==> src/rtl/sudoku_pkg.sv <==
// rtl/sudoku_pkg.sv - grid-derived constants, LFSR tap table and shared types for row bias logic
`ifndef GRID_LEN
`define GRID_LEN 4
`endif

package sudoku_pkg;

  localparam int GRID_LEN = `GRID_LEN;
  localparam int IDX_W    = (GRID_LEN > 1) ? $clog2(GRID_LEN) : 1;

  localparam logic [15:0] LFSR_TAPS_16 = 16'hB400;

  typedef enum logic {IDLE, SHUFFLE} bias_state_t;
  typedef logic [GRID_LEN-1:0] onehot_t;

  // Maximal-length Galois tap masks for the widths the grid logic uses.
  function automatic logic [31:0] lfsr_taps(input int width);
    case (width)
      8:       lfsr_taps = 32'h0000_00B8;
      16:      lfsr_taps = {16'h0000, LFSR_TAPS_16};
      24:      lfsr_taps = 32'h00E1_0000;
      32:      lfsr_taps = 32'hA300_0000;
      default: lfsr_taps = {16'h0000, LFSR_TAPS_16};
    endcase
  endfunction

endpackage

==> src/rtl/lfsr_galois.sv <==
// rtl/lfsr_galois.sv - right-shifting Galois LFSR that advances only while enabled
module lfsr_galois #(
  parameter int                LFSR_W = 16,
  parameter logic [LFSR_W-1:0] TAPS   = 16'hB400,
  parameter logic [LFSR_W-1:0] SEED   = 16'hACE1
) (
  input  logic              clock,
  input  logic              reset,
  input  logic              enable,
  output logic [LFSR_W-1:0] state
);

  // An all-zero state would lock the register, so a zero seed becomes 1.
  localparam logic [LFSR_W-1:0] SEED_NZ =
    (SEED == '0) ? {{(LFSR_W-1){1'b0}}, 1'b1} : SEED;

  logic [LFSR_W-1:0] state_q;
  logic [LFSR_W-1:0] state_d;

  always_comb begin
    state_d = state_q;
    if (enable) begin
      state_d = (state_q >> 1) ^ (state_q[0] ? TAPS : '0);
    end
  end

  always_ff @(posedge clock or posedge reset) begin
    if (reset) begin
      state_q <= SEED_NZ;
    end else begin
      state_q <= state_d;
    end
  end

  assign state = state_q;

endmodule

==> src/rtl/row_bias_bank.sv <==
// rtl/row_bias_bank.sv - one row's one-hot value permutation with LFSR Fisher-Yates reshuffle
module row_bias_bank
  import sudoku_pkg::*;
#(
  parameter int                GRID_LEN = `GRID_LEN,
  parameter int                LFSR_W   = 16,
  parameter logic [LFSR_W-1:0] SEED     = 16'hACE1
) (
  input  logic                clock,
  input  logic                reset,
  input  logic [GRID_LEN:0]   rqindex,
  input  logic                updaterowbias,
  output logic [GRID_LEN-1:0] rowbias,
  output logic                ready
);

  localparam int IW = (GRID_LEN > 1) ? $clog2(GRID_LEN) : 1;
  localparam logic [IW-1:0] I_TOP = IW'(GRID_LEN - 1);
  localparam logic [31:0]   TAPS_ALL = lfsr_taps(LFSR_W);

  bias_state_t         state_q;
  logic [IW-1:0]       idx_q;
  logic                pending_q;
  logic                ready_q;
  logic [GRID_LEN-1:0] rowbias_q;
  logic [GRID_LEN-1:0] rowbias_d;
  logic [GRID_LEN-1:0] slot_q [GRID_LEN];

  logic [LFSR_W-1:0]   lfsr;
  logic [IW-1:0]       j;
  logic                accept;

  lfsr_galois #(
    .LFSR_W (LFSR_W),
    .TAPS   (TAPS_ALL[LFSR_W-1:0]),
    .SEED   (SEED)
  ) u_lfsr (
    .clock  (clock),
    .reset  (reset),
    .enable (state_q == SHUFFLE),
    .state  (lfsr)
  );

  // Rejection sampling: a draw above the current index (including any
  // index beyond GRID_LEN-1) is discarded rather than folded, keeping it unbiased.
  assign j      = lfsr[IW-1:0];
  assign accept = (j <= idx_q);

  always_comb begin
    rowbias_d = '0;
    for (int k = GRID_LEN - 1; k >= 0; k--) begin
      if (rqindex[k]) begin
        rowbias_d = slot_q[k];
      end
    end
    if (state_q != IDLE || rqindex == '0) begin
      rowbias_d = '0;
    end
  end

  always_ff @(posedge clock or posedge reset) begin
    if (reset) begin
      state_q   <= IDLE;
      idx_q     <= '0;
      pending_q <= 1'b0;
      ready_q   <= 1'b1;
      rowbias_q <= '0;
      for (int k = 0; k < GRID_LEN; k++) begin
        slot_q[k] <= {{(GRID_LEN-1){1'b0}}, 1'b1} << k;
      end
    end else begin
      rowbias_q <= rowbias_d;
      case (state_q)
        IDLE: begin
          if (updaterowbias) begin
            state_q <= SHUFFLE;
            idx_q   <= I_TOP;
            ready_q <= 1'b0;
          end
        end
        SHUFFLE: begin
          if (updaterowbias) begin
            pending_q <= 1'b1;
          end
          if (accept) begin
            slot_q[idx_q] <= slot_q[j];
            slot_q[j]     <= slot_q[idx_q];
            if (idx_q == IW'(1)) begin
              // A pulse landing on the final step counts as pending.
              if (pending_q || updaterowbias) begin
                pending_q <= 1'b0;
                idx_q     <= I_TOP;
              end else begin
                state_q <= IDLE;
                ready_q <= 1'b1;
              end
            end else begin
              idx_q <= idx_q - IW'(1);
            end
          end
        end
        default: state_q <= IDLE;
      endcase
    end
  end

  assign rowbias = rowbias_q;
  assign ready   = ready_q;

endmodule

==> config.mk <==
export PLATFORM = sky130hd
export DESIGN_NAME = row_bias_bank
export DESIGN_NICKNAME = d
export VERILOG_FILES = /design/src/rtl/sudoku_pkg.sv /design/src/rtl/lfsr_galois.sv /design/src/rtl/row_bias_bank.sv
export SDC_FILE = /design/constraint.sdc
export NUM_CORES = 1
export LEC_CHECK = 0
export BUFFER_PORTS_ARGS = -buffer_cell sky130_fd_sc_hd__buf_2
export CELL_PAD_IN_SITES_DETAIL_PLACEMENT = 0
export CELL_PAD_IN_SITES_GLOBAL_PLACEMENT = 2
export CORE_MARGIN = 5
export CORE_UTILIZATION = 35
export DETAILED_ROUTE_END_ITERATION = 12
export PLACE_DENSITY = 0.69
export REMOVE_ABC_BUFFERS = 1
export SLEW_MARGIN = 25
export SYNTH_ARGS = -nofsm -noshare
export SYNTH_HDL_FRONTEND = slang
export SYNTH_SLANG_ARGS = --single-unit
==> constraint.sdc <==
create_clock -name clock -period 4 [get_ports clock]
set_clock_uncertainty 0.15 [all_clocks]
set_input_delay 0.4 -clock clock [delete_from_list [all_inputs] [get_ports clock]]
set_output_delay 0.4 -clock clock [all_outputs]
set_load 0.03 [all_outputs]
==> results.json <==
{
  "cts_setup_buffers": 0,
  "synthArstFlopShare_pct": 100,
  "port_buffers": 12,
  "end_kind": "register",
  "holdBufCountCts": 0,
  "grt_antenna_before_repair": 0,
  "syn-instance-count": 199,
  "routed_wl_mm": 4.98,
  "drt_iter0_drc": 133,
  "min_period_over_period_pct": 63.7,
  "dieWidth_um": 89.6,
  "grt_pass1_vias": 1578,
  "cp.required_ps": 4030,
  "fmax_mhz": 392,
  "finalCriticalPeriod_ps": 2550,
  "grt_overflow": 0,
  "initial_core_util_pct": 35.6,
  "worst_slew_pin_slew_ps": 647,
  "synth_area_per_cell_um2": 11.2,
  "outcome": "finished, final reports clean",
  "drc_errors": 0,
  "io_pins": 13,
  "crit_family": "compound AO/OA/AOI/OAI gates",
  "synth-edff-count": 0,
  "rsz0062_at_grt": "no",
  "relSlewSlack_pct": 56.9,
  "critical-path-max-stage-delay_ps": 760,
  "p_int_mw": 1.39,
  "place.gp.congestion": 0.855,
  "clock_latency_ps": 300,
  "cts_buffers": 5,
  "ys_seq_area_share_pct": 47.0,
  "critical_path_class": "reg2reg",
  "grt_use_total_pct": 13.7,
  "core_um2": 6240,
  "ir_drop_mv": 0.267,
  "clkTransAtPathRegs_ps": 80,
  "clockPowerShare_pct": 15.1,
  "num_vias": 1585,
  "clock-sinks": 41,
  "leakage_nw": 1.05,
  "clock_path_buffers": 2,
  "timing_max_transition_violations_final": 0,
  "cts-root-buf": "clkbuf_8",
  "hpwl_mm": 3.46,
  "grt_first_pass_wirelength_mm": 8.27,
  "via_per_inst": 5.58,
  "die_h_um": 89.6,
  "crit_fanout": 19,
  "tns_ps": 0,
  "ys_ff_latch": 41,
  "setup_violations": 0,
  "cts_resized": 0,
  "startpoint_type": "register",
  "num_rows": 29,
  "num_antenna_cells": 0,
  "multi_input_area_um2": 1050,
  "r2r_cells": 6,
  "fill_cells": 638,
  "hp-class": "in2async",
  "seq_area_um2": 1040,
  "path_cells": "inv_1, ha_1, and3_4, a21o_2, o21ai_1, a221o_1",
  "synthFlopType": "dfrtp_1",
  "power_frac_comb_pct": 46.2,
  "drive_gt1_share_pct": 29.0,
  "crit_buf_inv": 1,
  "placed_cell_area_um2": 2300,
  "area_delta_synth_final_pct": 9.08,
  "p_sw_uw": 964,
  "rr_endpoint": "slot_q[11]$_DFFE_PP0P_",
  "yosysUniqueCellTypes": 39,
  "dieArea_um2": 8030,
  "reg2reg_from": "idx_q[1]$_DFFE_PP0P_",
  "fin_ws_ps": 1450,
  "antenna_left": 0,
  "power_mw": 2.36,
  "synth_area_um2": 2220,
  "cts_tree": "yes",
  "max_cap_violations": 0,
  "swShare_pct": 40.9,
  "grt_max_degree": 42,
  "power.density_nw_per_um2": 973,
  "final_area_um2": 2420,
  "nets": 216,
  "place_ws_ps": 1490,
  "cp.arrival_ps": 2580,
  "htree_num_levels": 2,
  "slowest_stage": "dfrtp_1",
  "detail_route.wl_per_cell_um": 17.5,
  "r2r_slack_ps": 1450,
  "seqPwrFrac_pct": 38.6,
  "synth_warnings": 0,
  "hold_viol": 0,
  "dr.pass1.iters": 4
}
worst register-to-register path, cell delays in order (launching register included):
cell and delay, ps:
dfrtp_1 760, inv_1 130, ha_1 330, and3_4 190, a21o_2 270, o21ai_1 210, a221o_1 390
cell usage after synthesis (3+ instances only):
master      n  area (µm²)
nor3_1      8        40.0
a21oi_1    16        80.1
buf_2       6        30.0
nand2_1     8        30.0
mux4_2      5         113
xnor2_1     3        26.3
a22oi_1     4        30.0
dfrtp_1    28         701
clkbuf_1    4        15.0
nor4_1      3        18.8
a221o_1    12         120
o21ai_1     3        15.0
nor2_1      7        26.3
mux2i_1     6        60.1
o2bb2ai_1   3        26.3
o21ai_0     8        40.0
nor2b_1     4        25.0
mux2_2     15         169
a2bb2oi_1   4        35.0
inv_1      11        41.3
nand2b_1    4        25.0
dfstp_2    13         342
and3_1      5        31.3
registers in the layout, indices dropped and copies added, names as in the netlist:
name	cells
state_q	1
u_lfsr.state	16
pending_q	1
slot_q	16
ready	1
rowbias	4
idx_q	2
cells by family after synthesis:
logic type	count (synthesis)	share of synthesized area, %
xor gates and xnor gates	3	1.18
and+or+nand+nor	46	11.7
AOI/OAI and AO/OA	56	17.7
muxes	26	15.4
DFF	41	47.0
buffers and inverters	25	5.92
adders and majority gates	2	1.13
layout make-up:
| type | instances | area share [%] |
|---|---|---|
| Multi-Input combinational cell | 133 | 43.2 |
| Sequential cell | 41 | 43.0 |
| Tap cell | 77 | 3.98 |
| Clock buffer | 6 | 3.41 |
| Timing Repair Buffer | 14 | 3.10 |
| Inverter | 11 | 1.71 |
| Clock inverter | 2 | 1.55 |
how the worst max path moves through the flow:
stage / from / end / cells after the start
floorplan: u_lfsr.state[0]$_DFFE_PP1P_ / slot_q[4]$_DFFE_PP0P_ / 6
global placement: idx_q[1]$_DFFE_PP0P_ / slot_q[11]$_DFFE_PP0P_ / 6
detailed placement: idx_q[1]$_DFFE_PP0P_ / slot_q[11]$_DFFE_PP0P_ / 6
CTS: idx_q[1]$_DFFE_PP0P_ / slot_q[15]$_DFFE_PP0P_ / 6
global route: idx_q[1]$_DFFE_PP0P_ / slot_q[11]$_DFFE_PP0P_ / 6
finish: idx_q[1]$_DFFE_PP0P_ / slot_q[11]$_DFFE_PP0P_ / 6
metal layers:
metal  global-route usage [%]  wire (µm)  up-vias
li1                         -          -      749
met2                     22.1       2400       40
met5                        0          0        -
met1                     17.6       2240      786
met4                     5.95        108        0
met3                     2.92        231       10
power by group through the flow:
stage          sequential [mW]  clock, mW  combinational, mW
3_3_place_gp             0.906          0               1.08
3_5_place_dp             0.913          0               1.08
2_1_floorplan            0.839          0              0.867
6_report                 0.910      0.357               1.09
5_1_grt                  0.943      0.380               1.21
4_1_cts                  0.908      0.366               1.09
metrics by stage:
step | hold slack, ps | cells | util [%]
after global routing | 142 | 284 | 38.8
after global placement | 331 | 276 | 36.9
after CTS | 92.4 | 284 | 38.8
final | 63.3 | 284 | 38.8
after detailed placement | 344 | 276 | 36.9
after floorplan | 315 | 185 | -
layout by cell type, fill, tap and decap left out, types with 2 or more instances in the layout:
cell        n
nor2_1      7
mux4_2      5
o21ai_1     3
o21ai_0     8
dfrtp_1    28
nor4_1      3
buf_2      12
ha_1        2
nand2_1     8
nor3_1      8
clkbuf_8    6
dfstp_2    13
a211oi_1    2
buf_4       2
mux2i_1     6
a21oi_1    16
and3_1      5
mux2_2     15
a2bb2oi_1   4
inv_1      11
xnor2_1     3
nand2b_1    4
o2bb2ai_1   3
a22oi_1     4
nor2b_1     4
a221o_1    12
(Power assumes the default switching activity.)
